$ cat src/rtl/user_jtag_pkg.sv
// Shared definitions for the BSCAN user-chain registers (capture and update directions).
package user_jtag_pkg;

  typedef enum logic {
    IDLE  = 1'b0,
    ARMED = 1'b1
  } upd_state_t;

  // Function select vector {FUPD, FSH} as seen by every user-chain register.
  localparam int unsigned FSEL_W       = 2;
  localparam int unsigned FSEL_SH_BIT  = 0;
  localparam int unsigned FSEL_UPD_BIT = 1;

  localparam logic [FSEL_W-1:0] FSEL_NONE = 2'b00;
  localparam logic [FSEL_W-1:0] FSEL_SH   = 2'b01;
  localparam logic [FSEL_W-1:0] FSEL_UPD  = 2'b10;

  // Counter wide enough to hold WIDTH+1 so over-length shifts stay distinguishable.
  function automatic int unsigned cnt_w(input int unsigned width);
    return $clog2(width + 2);
  endfunction

endpackage

$ cat src/rtl/upd_edge_det.sv
// Registers the TAP Update-DR level and flags its first qualified sampled edge.
module upd_edge_det (
  input  logic DRCK,
  input  logic RST_B,
  input  logic CE,
  input  logic UPDATE,
  output logic UPD_RISE
);

  logic upd_q;

  always_ff @(posedge DRCK or negedge RST_B) begin
    if (!RST_B) begin
      upd_q <= 1'b0;
    end else begin
      upd_q <= UPDATE;
    end
  end

  assign UPD_RISE = CE & UPDATE & ~upd_q;

endmodule

$ cat src/rtl/user_upd_reg.sv
// JTAG user data register: shifts TDI in LSB-first and transfers the word to PO on
// Update-DR only when exactly WIDTH bits were shifted since Capture-DR.
import user_jtag_pkg::*;

module user_upd_reg #(
  parameter int unsigned      WIDTH   = 8,
  parameter logic [WIDTH-1:0] RST_VAL = '0
) (
  input  logic             DRCK,
  input  logic             RST_B,
  input  logic             FSH,
  input  logic             FUPD,
  input  logic             SEL,
  input  logic             TDI,
  input  logic             SHIFT,
  input  logic             CAPTURE,
  input  logic             UPDATE,
  output logic [WIDTH-1:0] PO,
  output logic             UPD_STRB,
  output logic             LEN_ERR,
  output logic             TDO
);

  localparam int unsigned   CW       = cnt_w(WIDTH);
  localparam logic [CW-1:0] CNT_FULL = CW'(WIDTH);
  localparam logic [CW-1:0] CNT_SAT  = CW'(WIDTH + 1);

  logic [FSEL_W-1:0] fsel;
  logic              ce;
  logic              cap_en;
  logic              shift_en;
  logic              upd_rise;
  logic [WIDTH-1:0]  sr;
  logic [CW-1:0]     cnt;
  upd_state_t        state;

  assign fsel = {FUPD, FSH};

  always_comb begin
    ce = SEL & ((fsel[FSEL_SH_BIT] & SHIFT) |
                (fsel[FSEL_UPD_BIT] & (CAPTURE | SHIFT | UPDATE)));
    cap_en = ce & CAPTURE;
    // Capture and a new update both pre-empt a coincident shift.
    shift_en = ce & SHIFT & ~CAPTURE & ~upd_rise;
    TDO = ce & sr[0];
  end

  upd_edge_det u_edge (
    .DRCK     (DRCK),
    .RST_B    (RST_B),
    .CE       (ce),
    .UPDATE   (UPDATE),
    .UPD_RISE (upd_rise)
  );

  always_ff @(posedge DRCK or negedge RST_B) begin
    if (!RST_B) begin
      sr  <= '0;
      cnt <= '0;
    end else if (cap_en) begin
      cnt <= '0;
    end else if (shift_en) begin
      sr <= {TDI, sr[WIDTH-1:1]};
      if (cnt != CNT_SAT) begin
        cnt <= cnt + CW'(1);
      end
    end
  end

  always_ff @(posedge DRCK or negedge RST_B) begin
    if (!RST_B) begin
      state    <= IDLE;
      PO       <= RST_VAL;
      UPD_STRB <= 1'b0;
      LEN_ERR  <= 1'b0;
    end else begin
      UPD_STRB <= 1'b0;
      case (state)
        IDLE: begin
          if (cap_en && fsel[FSEL_UPD_BIT]) begin
            state <= ARMED;
          end
        end
        ARMED: begin
          if (!cap_en && upd_rise) begin
            if (cnt == CNT_FULL) begin
              PO       <= sr;
              UPD_STRB <= 1'b1;
              LEN_ERR  <= 1'b0;
            end else begin
              LEN_ERR  <= 1'b1;
            end
            state <= IDLE;
          end
        end
        default: state <= IDLE;
      endcase
    end
  end

endmodule

$ cat config.mk
export PLATFORM = sky130hd
export DESIGN_NAME = user_upd_reg
export DESIGN_NICKNAME = d
export VERILOG_FILES = /design/src/rtl/user_jtag_pkg.sv /design/src/rtl/upd_edge_det.sv /design/src/rtl/user_upd_reg.sv
export SDC_FILE = /design/constraint.sdc
export NUM_CORES = 1
export LEC_CHECK = 0
export BUFFER_PORTS_ARGS = -buffer_cell sky130_fd_sc_hd__buf_2
export CORE_MARGIN = 3
export CORE_UTILIZATION = 53
export DETAILED_ROUTE_END_ITERATION = 6
export PLACE_DENSITY = 0.79
export SYNTH_ARGS = -nofsm -noshare
export SYNTH_HDL_FRONTEND = slang
export SYNTH_SLANG_ARGS = --single-unit
$ cat constraint.sdc
create_clock -name DRCK -period 2.5 [get_ports DRCK]
set_clock_uncertainty 0.2 [all_clocks]
set_input_delay 0.25 -clock DRCK [delete_from_list [all_inputs] [get_ports DRCK]]
set_output_delay 0.25 -clock DRCK [all_outputs]
set_load 0.01 [all_outputs]
; Yosys cells after proc, flatten, opt, wreduce, memory -nomap -nowiden
; Cells that the tools add are included.
[totals]
mem_bits_rw = 0
latch_bits = 0
mem_bits_ro = 0
output_inout_bits = 11
ff_bits = 24
memories = 0
[op_classes]
mux = 10
add_sub_neg = 1
mul = 0
bitwise_logic = 18
eq_ne = 2
div = 0
shifts = 0
n_reduce_logical = 9
magnitude_cmp = 0
[ops]
columns = cell, count
row1 = 4-bit 2-to-1 mux, 3
row2 = 1-bit bitwise AND, 10
row3 = 1-bit 2-to-1 mux, 6
row4 = 2-bit AND reduction, 3
row5 = 1-bit inverter, 5
row6 = 4-bit by 1-bit adder with 4-bit output (second input constant), 1
row7 = 4-bit equality test (second input constant), 1
row8 = 4-bit inequality test (second input constant), 1
row9 = 2-bit nonzero test, 2
row10 = 1-bit bitwise OR, 3
row11 = 3-bit AND reduction, 1
row12 = 1-bit logical AND, 2
row13 = 1-bit case mux with 2 select lines, 1
row14 = 1-bit zero test, 1

; Longest topological paths before layout
[depth]
ltp_word = 11
depth_mapped = 5

; Cells and area by module
; From an unflattened synthesis, not the netlist that was laid out.
[hier_totals]
hier_cells = 77
hier_area_um2 = 1038.5
[by_module_without_submodules]
columns = mod, area_per_inst_um2, seq_area_each_um2, n_inst, cells_per_inst
row1 = user_upd_reg, 1004.7, 575.6, 1, 75
row2 = upd_edge_det, 33.8, 25.0, 1, 2

; Least setup slack after synthesis
; Ideal clock, no wire load.
[synth_path]
path_kind = reg-to-reg
startpoint = reg u_edge.upd_q
endpoint = reg PO[0]
arrival_ps = 1449
path_buffers = 1
period_less_slack_ps = 1774
slack_ps = 726
required_time_ps = 2175
path_stages_with_launch = 6
path_cell_list = dfrtp_1 nor2b_4 nor3b_4 and4_4 buf_12 mux2_4
[synth_via]
elab_chain_len = 4
[synth_lines]
columns = item, line_no
row1 = "start, declared", upd_edge_det.sv:10  ; logic upd_q;
row2 = "start signal, assigned", upd_edge_det.sv:14  ; upd_q <= 1'b0;
row3 = "start signal, assigned", upd_edge_det.sv:16  ; upd_q <= UPDATE;
row4 = 1-bit inverter, upd_edge_det.sv:20  ; assign UPD_RISE = CE & UPDATE & ~upd_q;
row5 = 1-bit bitwise AND, upd_edge_det.sv:20
row6 = 1-bit logical AND, user_upd_reg.sv:85  ; if (!cap_en && upd_rise) begin
row7 = 3-bit AND reduction (no source line), -
row8 = "end signal, assigned", user_upd_reg.sv:87  ; PO <= sr;
row9 = "end, declared", user_upd_reg.sv:18  ; output logic [WIDTH-1:0] PO,
; Every way passes these cells.
; A chain may end at the register's enable or synchronous reset.

; Final worst setup path
[layout_path]
startpoint = in UPDATE
endpoint = reg PO[2]
[layout_via]
elab_chain_len = 8
elab_cells_between_ends = 10
[layout_lines]
columns = item, line_no
row1 = "start, declared", user_upd_reg.sv:17  ; input logic UPDATE,
row2 = 1-bit bitwise OR, user_upd_reg.sv:41  ; (fsel[FSEL_UPD_BIT] & (CAPTURE | SHIFT | UPDATE)));
row3 = 1-bit bitwise AND, user_upd_reg.sv:41
row4 = 1-bit bitwise OR, user_upd_reg.sv:40  ; ce = SEL & ((fsel[FSEL_SH_BIT] & SHIFT) |
row5 = 1-bit bitwise AND, user_upd_reg.sv:40
row6 = "1-bit bitwise AND, on equally long branches", "upd_edge_det.sv:20, user_upd_reg.sv:42"
row7 = 1-bit bitwise AND or 1-bit zero test (tied branches), "upd_edge_det.sv:20, user_upd_reg.sv:85"
row8 = 1-bit logical AND (*), user_upd_reg.sv:85
row9 = 3-bit AND reduction (no source line) (*), -
; Every way passes the cells marked *; elsewhere a longest branch is shown, timed or not.

==> summary.json <==
{
  "outcome": "finished clean",
  "grt-ovfl-total": 0,
  "min_path_cells": 3,
  "drive_above_1_share": 0.490,
  "ys_ff_latch": 24,
  "buffer_ports.inserted": 19,
  "antenna_found_initial": 0,
  "grt_start_max_net_pins": 25,
  "detail-route-antenna-nets": 0,
  "setup.worst_path.start_class": "input port",
  "worst_tran_pin_value_ps": 517,
  "min_to": "state",
  "period_share": 0.829,
  "cts-root-to-sink-buffers": 2,
  "core-area_um2": 1980,
  "timing.fmax_ghz": 0.482,
  "net_switching_power_uw": 219,
  "post_synth.cell_area_avg_um2": 14.9,
  "wirelength_mm": 1.90,
  "dieWidth_um": 52.0,
  "critical_path.slowest_cell": "sky130_fd_sc_hd__dlygate4sd3_1",
  "slew-limit-headroom": 0.655,
  "reg2reg_slack_ps": 630,
  "grt_pass1_vias": 696,
  "hold_path.startpoint": "FUPD",
  "grt.met3_usage": 0.0401,
  "numClockSinks": 24,
  "worst-endpoint-required_ps": 2510,
  "drt-wirelength-per-cell_um": 14.9,
  "syn-instance-count": 75,
  "io_pins": 20,
  "critPathCaptureType": "flip-flop",
  "yosysTopAreaCellShare": 0.536,
  "async_sr_flop_fraction": 1.00,
  "regToRegEndpoint": "PO[2]",
  "n_antenna_cell": 0,
  "drt_first_pass_iters": 4,
  "sw_ratio": 0.246,
  "worst_hold_path_type": "in -> reg",
  "synth_enable_flop_cells": 0,
  "power.ir.vdd_worst_uv": 509,
  "cts_tree": "done",
  "clock_power_share": 0.310,
  "area_growth_syn_to_layout_pct": 17.1,
  "power.density_cell_area_nw_per_um2": 678,
  "yosys_most_used_dff": "sky130_fd_sc_hd__dfrtp_1",
  "grt.busiest_layer": "met2",
  "filler_cell_count_in_the_final_layout": 141,
  "r2r_cells": 4,
  "grt_usage": 0.168,
  "row_count": 16,
  "detailedPlacementHpwl_mm": 1.39,
  "ys.warnings.count": 0,
  "synth_nets": 87,
  "grtUsageMet1": 0.220,
  "first_iter_violations": 9,
  "initial_core_util": 0.566,
  "final_period_minus_worst_setup_slack_ps": 2070,
  "static-leakage-power_uw": 0.000652,
  "yosysTopAreaCell": "sky130_fd_sc_hd__dfrtp_1",
  "synth_top_cells_by_area": "sky130_fd_sc_hd__dfrtp_1, sky130_fd_sc_hd__mux2_4, sky130_fd_sc_hd__mux2_2",
  "number_of_max_cap_violations": 0,
  "die_area_um2": 2700,
  "final_hold_viol_count": 0,
  "fin_nets": 113,
  "vias": 663,
  "timing.critical_path.max_delay_family": "simple AND/OR/NAND/NOR gates",
  "cts_inserted_buffers": 3,
  "grt_pass1_wl_mm": 3.28,
  "clock-root-buffer": "sky130_fd_sc_hd__clkbuf_4",
  "setup.worst_path.class": "in -> reg",
  "cp_data_arrival_time_ps": 2080,
  "groute.layer.met2.usage": 0.266,
  "syn_area_um2": 1120,
  "worst-path-max-fanout": 9,
  "setup-tns-final_ps": 0,
  "sequentialPowerShare": 0.547,
  "routed_via_density": 5.22,
  "cp.buffers_inverters": 2,
  "place.gp.congestion": 0.839,
  "startpoint_of_the_most_critical_register_to_register_path": "u_edge.upd_q",
  "seq_total_area_yosys": 0.536,
  "p_comb_frac": 0.144,
  "clkTransAtPathRegs_ps": 130,
  "timing_max_transition_violations_final": 0,
  "h-tree-depth": 1,
  "setup_repair_after_global_routing_missed_its_margin": "false",
  "total_power_uw": 890,
  "die_h_um": 52.0,
  "sequence_of_cells_on_the_critical_path": "dlygate4sd3_1 > buf_2 > nor2b_4 > nor3b_4 > and4_4 > mux2_4",
  "route.detailed.drc": 0,
  "count_of_endpoints_failing_setup_in_the_final_report": 0,
  "post_synth_num_cell_types": 23,
  "cpPeakStageDelay_ps": 520,
  "internal_power_uw": 671,
  "clk_latency_ps": 310
}
## worst reg2reg max path, delay by kind of cell (launching register included)
family / cells / cell delay [ps]
mux: 1 / 320
flops: 1 / 420
simple gates: 3 / 840
## registers in the layout, summed over array words and instances (netlist names)
signal and flops:
PO 8, sr 8, cnt 4, LEN_ERR 1
UPD_STRB 1, state 1, u_edge.upd_q 1
## repair_timing
item | 4_1_cts | 5_1_grt
buffers inserted | 0 | 0
endpoints found under the setup margin | 0 | 0
endpoints found under the hold margin | 26 | 0
hold buffers | 3 | 0
resized for setup | 0 | 0
## cells in the mapped netlist (2+ instances only)
master,n
sky130_fd_sc_hd__ha_1,3
sky130_fd_sc_hd__mux2_4,8
sky130_fd_sc_hd__dfrtp_1,24
sky130_fd_sc_hd__mux2_2,8
sky130_fd_sc_hd__inv_1,2
sky130_fd_sc_hd__a21oi_1,3
sky130_fd_sc_hd__mux2i_1,2
sky130_fd_sc_hd__nor2b_4,2
sky130_fd_sc_hd__nor2_1,4
sky130_fd_sc_hd__o21ai_0,3
sky130_fd_sc_hd__nand2_1,4
## cell type report
type	instances	area (um2)	area share
Timing Repair Buffer	22	125	0.0953
Clock buffer	3	22.5	0.0172
Tap cell	27	33.8	0.0257
Sequential cell	24	601	0.458
Clock inverter	1	30.0	0.0229
Inverter	2	7.51	0.00572
Multi-Input combinational cell	48	493	0.376
## how the worst max path moves through the flow
stage | start | endpoint | slack (ps) | depth (start not counted)
detailed placement | UPDATE | PO[5] | 630 | 5
floorplan | u_edge.upd_q | PO[0] | 730 | 5
CTS | UPDATE | PO[2] | 440 | 6
global placement | UPDATE | PO[7] | 680 | 5
global route | UPDATE | PO[6] | 370 | 6
finish | UPDATE | PO[2] | 430 | 6
## layer usage
layer	up-vias	wire (um)
met2	20	926
met5	-	0
met3	4	85
met4	0	31
li1	315	-
met1	324	853
## per-stage QoR
step	utilization	setup slack [ps]	hold WS, ps	std cells	area [um2]
floorplan	-	726	-246	75	1120
global placement	0.621	681	50.3	120	1230
detailed placement	0.621	634	53.5	120	1230
CTS	0.662	435	60.3	127	1310
global route	0.662	369	81.5	127	1310
finish	0.662	427	70.4	127	1310
## cell families after synthesis
family / count (synthesis) / share of synthesized area
xor+xnor: 1 / 0.00781
buf+inv: 3 / 0.0246
compound gates: 10 / 0.0737
flops: 24 / 0.536
fa+ha+maj: 3 / 0.0335
mux: 18 / 0.205
simple gates: 16 / 0.119
## placed cells by master, fill, tap and decap left out
cell	synthesis	routed
sky130_fd_sc_hd__buf_2	0	19
sky130_fd_sc_hd__o31ai_1	1	1
sky130_fd_sc_hd__and4_4	1	1
sky130_fd_sc_hd__mux2i_1	2	2
sky130_fd_sc_hd__nand2_1	4	4
sky130_fd_sc_hd__inv_1	2	2
sky130_fd_sc_hd__a21oi_2	1	1
sky130_fd_sc_hd__clkbuf_4	0	3
sky130_fd_sc_hd__dlygate4sd3_1	0	3
sky130_fd_sc_hd__a21oi_1	3	3
sky130_fd_sc_hd__nor2b_4	2	2
sky130_fd_sc_hd__dfrtp_1	24	24
sky130_fd_sc_hd__o21ai_2	1	1
sky130_fd_sc_hd__and4_2	1	1
sky130_fd_sc_hd__nor3b_4	1	1
sky130_fd_sc_hd__nand4_1	1	1
sky130_fd_sc_hd__o21ai_0	3	3
sky130_fd_sc_hd__a2111oi_4	1	1
sky130_fd_sc_hd__nand2b_4	1	1
sky130_fd_sc_hd__mux2_4	8	8
sky130_fd_sc_hd__mux2_2	8	8
sky130_fd_sc_hd__ha_1	3	3
sky130_fd_sc_hd__nor2_1	4	4
sky130_fd_sc_hd__xnor2_1	1	1
sky130_fd_sc_hd__nor3_4	1	1
sky130_fd_sc_hd__bufinv_16	0	1
## power groups by stage
stage | Clock, uW | Combinational, uW | Sequential, uW
after detailed placement | 0 | 122 | 495
after global routing | 301 | 141 | 496
after global placement | 0 | 116 | 491
final | 275 | 128 | 487
after floorplan | 0 | 82.5 | 484
after CTS | 282 | 130 | 487
(Power assumes the default switching activity.)
